File: config.mk
export PLATFORM = sky130hd
export DESIGN_NAME = time_display_scan
export DESIGN_NICKNAME = d
export VERILOG_FILES = /design/src/rtl/time_display_scan.sv
export SDC_FILE = /design/constraint.sdc
export NUM_CORES = 1
export LEC_CHECK = 0
export CAP_MARGIN = 0
export CELL_PAD_IN_SITES_DETAIL_PLACEMENT = 0
export CELL_PAD_IN_SITES_GLOBAL_PLACEMENT = 1
export CORE_AREA = 2 2 106 108
export DETAILED_ROUTE_END_ITERATION = 10
export DIE_AREA = 0 0 108 110
export PLACE_DENSITY_LB_ADDON = 0.1
export SLEW_MARGIN = 10
export SYNTH_ARGS = -nofsm -noshare
export SYNTH_HDL_FRONTEND = slang
export SYNTH_SLANG_ARGS = --single-unit
File: constraint.sdc
create_clock -name kh_clk -period 3.2 [get_ports kh_clk]
set_clock_uncertainty 0.05 [all_clocks]
set_input_delay 0.32 -clock kh_clk [delete_from_list [all_inputs] [get_ports kh_clk]]
set_output_delay 0.32 -clock kh_clk [all_outputs]
set_load 0.005 [all_outputs]
File: src/rtl/time_display_scan.sv
// 12-hour time display stage: snapshots the packed time word, converts two fields to BCD
// with a sequential double-dabble engine, and scans a 4-digit active-low 7-segment display.
module time_display_scan #(
  parameter int unsigned DIGIT_HOLD = 1,
  parameter bit          HR_ZERO_12 = 1'b1
) (
  input  logic        kh_clk,
  input  logic        reset,
  input  logic [26:0] disp_time,
  input  logic        show_ms,
  output logic [3:0]  an,
  output logic [6:0]  seg,
  output logic        dp,
  output logic        range_err
);

  typedef enum logic [1:0] {LOAD, CONV_A, CONV_B, COMMIT} state_e;

  localparam logic [6:0] SEG_BLANK = 7'h7F;
  localparam logic [6:0] SEG_DASH  = 7'h3F;

  function automatic logic [6:0] seg7(input logic [3:0] d);
    case (d)
      4'd0:    seg7 = 7'h40;
      4'd1:    seg7 = 7'h79;
      4'd2:    seg7 = 7'h24;
      4'd3:    seg7 = 7'h30;
      4'd4:    seg7 = 7'h19;
      4'd5:    seg7 = 7'h12;
      4'd6:    seg7 = 7'h02;
      4'd7:    seg7 = 7'h78;
      4'd8:    seg7 = 7'h00;
      4'd9:    seg7 = 7'h10;
      default: seg7 = SEG_BLANK;
    endcase
  endfunction

  state_e          state_q;
  logic [3:0]      iter_q;
  logic            mode_q, sec0_q, err_snap_q;
  logic [9:0]      fb_q, bin_q;
  logic [11:0]     bcd_q;
  logic [7:0]      a_bcd_q;
  logic [3:0][6:0] dig_q;
  logic            dp_lit_q, range_err_q;

  logic [1:0]      idx_q;
  logic [15:0]     hold_q;
  logic [3:0]      an_q;
  logic [6:0]      seg_q;
  logic            dp_q;

  logic [4:0]  hr_w;
  logic [5:0]  min_w, sec_w;
  logic [9:0]  ms_w, field_a_w, field_b_w;
  logic        err_w;
  logic [11:0] bcd_adj, bcd_d;
  logic [9:0]  bin_d;

  always_comb begin
    hr_w      = disp_time[26:22];
    min_w     = disp_time[21:16];
    sec_w     = disp_time[15:10];
    ms_w      = disp_time[9:0];
    err_w     = (hr_w > 5'd12) || (min_w > 6'd59) || (sec_w > 6'd59) || (ms_w > 10'd999);
    field_a_w = show_ms ? {4'd0, sec_w}
              : ((HR_ZERO_12 && hr_w == 5'd0) ? 10'd12 : {5'd0, hr_w});
    field_b_w = show_ms ? ms_w : {4'd0, min_w};
  end

  // One double-dabble iteration: correct nibbles >= 5, then shift BCD:binary left by one.
  always_comb begin
    bcd_adj = bcd_q;
    for (int unsigned i = 0; i < 3; i++) begin
      if (bcd_q[4*i +: 4] >= 4'd5) bcd_adj[4*i +: 4] = bcd_q[4*i +: 4] + 4'd3;
    end
    {bcd_d, bin_d} = {bcd_adj[10:0], bin_q, 1'b0};
  end

  always_ff @(posedge kh_clk or negedge reset) begin
    if (!reset) begin
      state_q     <= LOAD;
      iter_q      <= '0;
      mode_q      <= 1'b0;
      sec0_q      <= 1'b0;
      err_snap_q  <= 1'b0;
      fb_q        <= '0;
      bin_q       <= '0;
      bcd_q       <= '0;
      a_bcd_q     <= '0;
      dig_q       <= '1;
      dp_lit_q    <= 1'b0;
      range_err_q <= 1'b0;
    end else begin
      case (state_q)
        LOAD: begin
          mode_q     <= show_ms;
          sec0_q     <= sec_w[0];
          err_snap_q <= err_w;
          fb_q       <= field_b_w;
          bin_q      <= field_a_w;
          bcd_q      <= '0;
          iter_q     <= '0;
          state_q    <= CONV_A;
        end
        CONV_A: begin
          if (iter_q == 4'd9) begin
            a_bcd_q <= bcd_d[7:0];
            bin_q   <= fb_q;
            bcd_q   <= '0;
            iter_q  <= '0;
            state_q <= CONV_B;
          end else begin
            bin_q  <= bin_d;
            bcd_q  <= bcd_d;
            iter_q <= iter_q + 4'd1;
          end
        end
        CONV_B: begin
          bin_q <= bin_d;
          bcd_q <= bcd_d;
          if (iter_q == 4'd9) begin
            iter_q  <= '0;
            state_q <= COMMIT;
          end else begin
            iter_q <= iter_q + 4'd1;
          end
        end
        default: begin
          range_err_q <= err_snap_q;
          if (err_snap_q) begin
            dig_q    <= {4{SEG_DASH}};
            dp_lit_q <= 1'b0;
          end else begin
            dig_q[3] <= (!mode_q && a_bcd_q[7:4] == 4'd0) ? SEG_BLANK : seg7(a_bcd_q[7:4]);
            dig_q[2] <= seg7(a_bcd_q[3:0]);
            dig_q[1] <= mode_q ? seg7(bcd_q[11:8]) : seg7(bcd_q[7:4]);
            dig_q[0] <= mode_q ? seg7(bcd_q[7:4])  : seg7(bcd_q[3:0]);
            dp_lit_q <= mode_q || !sec0_q;
          end
          state_q <= LOAD;
        end
      endcase
    end
  end

  always_ff @(posedge kh_clk or negedge reset) begin
    if (!reset) begin
      idx_q  <= '0;
      hold_q <= '0;
      an_q   <= '1;
      seg_q  <= SEG_BLANK;
      dp_q   <= 1'b1;
    end else begin
      if (hold_q >= 16'(DIGIT_HOLD - 1)) begin
        hold_q <= '0;
        idx_q  <= idx_q + 2'd1;
      end else begin
        hold_q <= hold_q + 16'd1;
      end
      an_q  <= ~(4'b0001 << idx_q);
      seg_q <= dig_q[idx_q];
      dp_q  <= !(dp_lit_q && idx_q == 2'd2);
    end
  end

  assign an        = an_q;
  assign seg       = seg_q;
  assign dp        = dp_q;
  assign range_err = range_err_q;

endmodule

==> results of run 1 <==
## layout make-up
type / count / area share
Multi-Input combinational cell: 349 / 0.432
Sequential cell: 93 / 0.395
Timing Repair Buffer: 49 / 0.0782
Tap cell: 140 / 0.0291
Inverter: 42 / 0.0262
Clock buffer: 10 / 0.0247
Clock inverter: 6 / 0.0148
## state kept, by name, summed over array words and instances (netlist names), 2 cells and up
name	flops
an	4
fb_q	10
bcd_q	12
idx_q	2
seg	7
iter_q	4
bin_q	10
a_bcd_q	8
state_q	2
dig_q	28
## kinds of logic after synthesis
family | Yosys count
flops | 93
simple gates | 126
compound gates | 147
xor+xnor | 7
fa+ha+maj | 35
mux | 34
buf+inv | 74
## power breakdown
group	switching, mW	internal [mW]
combinational	0.225	0.334
clock	0.445	0.492
sequential	0.171	1.44
total	0.841	2.27
## path summary, 6_finish.rpt
check	from	end	slack, ps	cells past startpoint
hold / removal	reset	bcd_q[11]	3	1
hold reg to reg	dp_lit_q	dp	360	1
setup / recovery	state_q[1]	bin_q[3]	1020	6
max in group asynchronous	reset	dig_q[6]	2240	2
min in group kh_clk	dp_lit_q	dp	360	1
setup reg to reg	state_q[1]	bin_q[3]	1020	6
## cell usage in the layout, fill, tap and decap left out, types with 3 or more instances in the layout
cell / n
nand3_1: 8
a21oi_1: 27
dfrtp_1: 53
o21ai_0: 31
a22oi_1: 7
mux2i_1: 15
a31oi_1: 3
mux4_2: 7
dfstp_2: 40
nand2_1: 32
buf_4: 8
a211oi_1: 6
nor2_1: 37
a21o_1: 3
ha_1: 34
clkbuf_8: 9
inv_1: 42
o22ai_1: 10
nor3b_1: 4
o31ai_1: 4
o221a_2: 4
mux2_2: 12
a22o_1: 8
nor3_1: 4
o22a_1: 7
o21bai_1: 4
nor2b_1: 7
a221o_1: 3
xnor2_1: 7
o32a_1: 3
nand2b_1: 10
o21ai_1: 4
nand4_1: 6
a221oi_1: 4
clkdlybuf4s50_1: 41
o211ai_1: 3
## routing by layer
| layer | GRT usage | part of all wire |
|---|---|---|
| met3 | 0.0553 | 0.041 |
| met5 | 0 | 0 |
| met1 | 0.281 | 0.45 |
| met2 | 0.379 | 0.49 |
| met4 | 0.0797 | 0.024 |
## worst reg2reg max path, stage by stage, from the launching register on
cell      delay (ps)
dfrtp_1          410
inv_1            100
ha_1             300
nand4b_1         490
nor2_1           540
a22oi_1          120
nand3_1          110
==> metrics.md, run 1 <==
| Metric | Value |
|---|---|
| Status | `finished, final reports clean` |
| Core area | `0.0107 mm²` |
| Hold WC Path Type | `input pin to async pin` |
| Clk buf depth | `2` |
| Final core utilization | `0.563` |
| CP max FO | `13` |
| Syn Std Cell Area | `0.00529 mm²` |
| DP Wirelength | `between 8 and 9 mm` |
| Arr. time, crit path | `between 2000 and 2500 ps` |
| Fin cells | `689` |
| First-pass DRT Iterations | `5` |
| Synth Area in Adders | `0.0828` |
| Post-synth ARST share | `1.00` |
| Remaining DRCs | `0` |
| First-pass GRT wire length | `~20 mm` |
| Dpl cell area | `0.00578 mm²` |
| Crit. End Element | `flop` |
| Final period utilization | `0.680` |
| Synth top area cells | `dfrtp_1 (25%), dfstp_2 (20%), ha_1 (8.3%)` |
| Fill cells | `966` |
| Largest net degree at the start of global routing | `74` |
| Main combinational cell family by area after synthesis | `compound AO/OA/AOI/OAI gates` |
| Number of buffers and inverters on the critical path | `1` |
| Max-slew violations | `0` |
| Ys flop type | `dfrtp_1` |
| Post-synthesis xor/xnor area fraction | `0.0116` |
| Slew at the pin closest to its max-slew limit | `938 ps` |
| Setup slack after layout | `1020 ps` |
| Clock Pin Slew Worst Setup and Hold Paths | `100 ps` |
| Yosys warns | `0` |
| IO buf count | `42` |
| Synth Area in Simple Gates | `0.121` |
| Final setup fails | `0` |
| Leak | `around 2.6 nW` |
| Final hold viol count | `0` |
| Final setup TNS | `0 ps` |
| Yosys cell types | `between 60 and 70` |
| Postcts setup bufs | `0` |
| Slowest CP cell | `nor2_1` |
| Max Clk Rate | `about 460 MHz` |
| CTS resizes | `0` |
| Worst-skew pair later-pin latency | `370 ps` |
| FF/Latch Area | `between 0.002 and 0.0025 mm²` |
| Mux contribution to synthesized area | `0.0837` |
| PD cells | `roughly 520 mW/mm²` |
| Gr ovfl total | `0` |
| Rows | `38` |
| Antenna diodes | `0` |
| Clock buffer count from CTS | `9` |
| Crit path kind | `flop to flop` |
| Post-layout power | `approximately 3.1 mW` |
| Unrepaired setup endpoints after global routing | `false` |
| Pre-CTS setup slack | `1050 ps` |
| CP Cell Sequence | `inv_1 > ha_1 > nand4b_1 > nor2_1 > a22oi_1 > nand3_1` |
| Synthesis-stage register bit count | `93` |
| Seq/Total Area, Yosys | `0.449` |
| CTS tree | `done` |
| Hold_buf cts | `0` |
| CP Launch Type | `flop` |
| Compound-Gate Fraction of Synth Area | `0.192` |
| Die Span Y | `between 100 and 150 µm` |
| Max cap viols | `0` |
| Post-synth top cells | `dfrtp_1 (53), inv_1 (42), dfstp_2 (40)` |
| WL/cell | `17.7 µm` |
| Data required, critical path | `3460 ps` |
| Post-layout net count | `609` |
| DR vias | `roughly 3900` |
| DIE AREA | `0.0119 mm²` |
| Initial core utilization | `0.495` |
| Placed Cells | `673` |
| CTS Root Cell | `clkbuf_8` |
| Ports | `43` |
| Mapped Cells | `516` |
| Post-route ant nets | `0` |
| H-Tree Depth | `3` |
| Mapped Nets | `581` |
| Share of post-route cells with drive strength above 1 | `0.173` |
| Hold WS | `2.56 ps` |
| Vias in the first global route | `3828` |
| Post-synth EDFFs | `0` |
| Gr usage total | `0.224` |
| Area leader, netlist | `dfrtp_1` |
| Syn_area_per_cell | `10.3 µm²` |
| Footprint of the multi-input gates | `about 0.0026 mm²` |
| Critical Path Max Stage Delay | `530 ps` |
| Initial DRC count | `166` |
| Final WL | `12.2 mm` |
| Initial antenna violation count | `0` |
| Period minus WS final | `2180 ps` |
| Slew margin rel. | `0.374` |
| Max IR drop VDD | `0.323 mV` |
| Synth top area share | `0.251` |
| Clk sinks | `93` |
| Final GP Congestion | `0.823` |
| Layout area overhead | `13.8%` |
| Top-count cell post-synth | `dfrtp_1` |
| CP delay by family, top | `simple AND/OR/NAND/NOR gates` |
| Die width | `108 µm` |
| Layout Cell Area excl Fill | `0.00602 mm²` |
| Routed vias/inst | `approximately 5.7` |
(Power assumes the default switching activity.)
==> run 2: changes to the inputs <==
Settings changed: CORE_AREA 2 2 106 108 to 2 2 116 118, DIE_AREA 0 0 108 110 to 0 0 118 120.
Clock period 3.2 ns to 1.8 ns, I/O delays scaled along.
==> metrics.md, run 2 (synthesized netlist as in run 1, its figures left out) <==
| Metric | Value |
|---|---|
| Status | `finished, final reports clean` |
| Final WL | `approximately 13 mm` |
| Final period utilization | `0.973` |
| CP Launch Type | `flop` |
| Share of post-route cells with drive strength above 1 | `0.248` |
| Gr ovfl total | `0` |
| PD cells | `approximately 900 mW/mm²` |
| First-pass GRT wire length | `21.7 mm` |
| Postcts setup bufs | `0` |
| Layout area overhead | `22.7%` |
| Final setup TNS | `0 ps` |
| Rows | `42` |
| Leak | `2.81 nW` |
| Final GP Congestion | `about 0.84` |
| Vias in the first global route | `4042` |
| DR vias | `4040` |
| Initial DRC count | `188` |
| FF/Latch Area | `between 0.002 and 0.0025 mm²` |
| CP max FO | `4` |
| Clock Pin Slew Worst Setup and Hold Paths | `60 ps` |
| Gr usage total | `0.197` |
| DIE AREA | `0.0142 mm²` |
| Number of flip-flops under the largest register name | `28` |
| Max-slew violations | `0` |
| First-pass DRT Iterations | `4` |
| Final hold viol count | `0` |
| WL/cell | `~17 µm` |
| Max cap viols | `0` |
| Max Clk Rate | `571 MHz` |
| Arr. time, crit path | `1930 ps` |
| Initial core utilization | `0.408` |
| Fill cells | `1227` |
| Final setup fails | `0` |
| Post-layout net count | `649` |
| Die width | `approximately 120 µm` |
| Clk buf depth | `2` |
| Max IR drop VDD | `0.467 mV` |
| Routed vias/inst | `5.28` |
| Crit path kind | `flop to flop` |
| Post-route ant nets | `0` |
| CTS tree | `done` |
| Clk sinks | `93` |
| Commonest non-fill, non-tap cell in the layout | `dfrtp_1` |
| Pre-CTS setup slack | `23.6 ps` |
| Setup slack after layout | `47.9 ps` |
| IO buf count | `42` |
| Placed Cells | `748` |
| Period minus WS final | `1750 ps` |
| Remaining DRCs | `0` |
| Slew at the pin closest to its max-slew limit | `just under 500 ps` |
| H-Tree Depth | `3` |
| Hold WC Path Type | `input pin to async pin` |
| Largest net degree at the start of global routing | `42` |
| Die Span Y | `120 µm` |
| Ports | `43` |
| Fin cells | `765` |
| Layout Cell Area excl Fill | `0.00649 mm²` |
| Largest registers | `dig_q x28, bcd_q x12` |
| Reg with most FFs | `dig_q` |
| Antenna diodes | `0` |
| Initial antenna violation count | `0` |
| Slew margin rel. | `0.668` |
| DP Wirelength | `10.1 mm` |
| Commonest non-fill, non-tap cells in the layout | `dfrtp_1 (50), buf_4 (44), clkdlybuf4s50_1 (41)` |
| Core area | `0.0130 mm²` |
| CTS Root Cell | `clkbuf_16` |
| Crit. End Element | `flop` |
| Footprint of the multi-input gates | `0.00266 mm²` |
| Clock buffer count from CTS | `9` |
| Data required, critical path | `1980 ps` |
| Dpl cell area | `0.00614 mm²` |
| Worst-skew pair later-pin latency | `about 350 ps` |
-- run 2: changes by cell type in the layout (fill, tap and decap cells not counted), sizes merged --
cell and change:
dlygate4sd3 +1, bufinv -2, buf +39, inv +1
clkbuf +1
-- run 2: worst max-delay path, stage by stage, from the launching register on --
cell,delay [ps]
dfrtp_1,430
inv_2,110
ha_4,220
or4b_2,660
o21ai_1,100
nor3_1,60
-- run 2: layer usage --
metal  GRT usage  vias to the layer above  share of wire
met5           0                        -              0
met4      0.0655                        0          0.013
met3      0.0290                       11          0.029
met2       0.333                       64           0.50
met1       0.259                     1972           0.46
li1            -                     1993              -
-- run 2: per-stage QoR --
stage                     power, mW   util  hold WS (ps)
final                          5.70  0.500           281
after global routing           6.01  0.500           339
after CTS                      5.77  0.495           299
after detailed placement       3.98  0.473           126
after global placement         3.95  0.473           124
after floorplan                3.45      -          -166
-- run 2: report_power, final --
part / internal (mW) / leakage (nW) / total, mW / switching (mW)
Clock: 0.943 / 0.135 / 1.77 / 0.830
Combinational: 0.642 / 1.58 / 1.11 / 0.463
Sequential: 2.57 / 1.09 / 2.82 / 0.255
-- run 2: repair_timing --
action / 4_1_cts / 5_1_grt
endpoints found under the hold margin: 4 / 0
hold buffers: 1 / 0
resized for setup: 0 / 17
endpoints found under the setup margin: 0 / 22
-- run 2: final timing paths --
kind | startpoint | endpoint | slack (ps) | cells past startpoint
worst min-delay path | reset | idx_q[1] | 280 | 2
worst max register to register | state_q[1] | bin_q[2] | 50 | 5
min in group kh_clk | disp_time[9] | fb_q[9] | 370 | 3
max in group asynchronous | reset | state_q[0] | 810 | 3
worst max-delay path | state_q[1] | bin_q[2] | 50 | 5
worst min register to register | dp_lit_q | dp | 400 | 1
-- run 2: final cells by class --
type,instances,share of cell area
clock buffer,11,0.0359
clock inverter,5,0.00501
inverter,42,0.0243
multi-input combinational,349,0.410
sequential,93,0.367
tap,176,0.0339
timing repair buffer,89,0.124
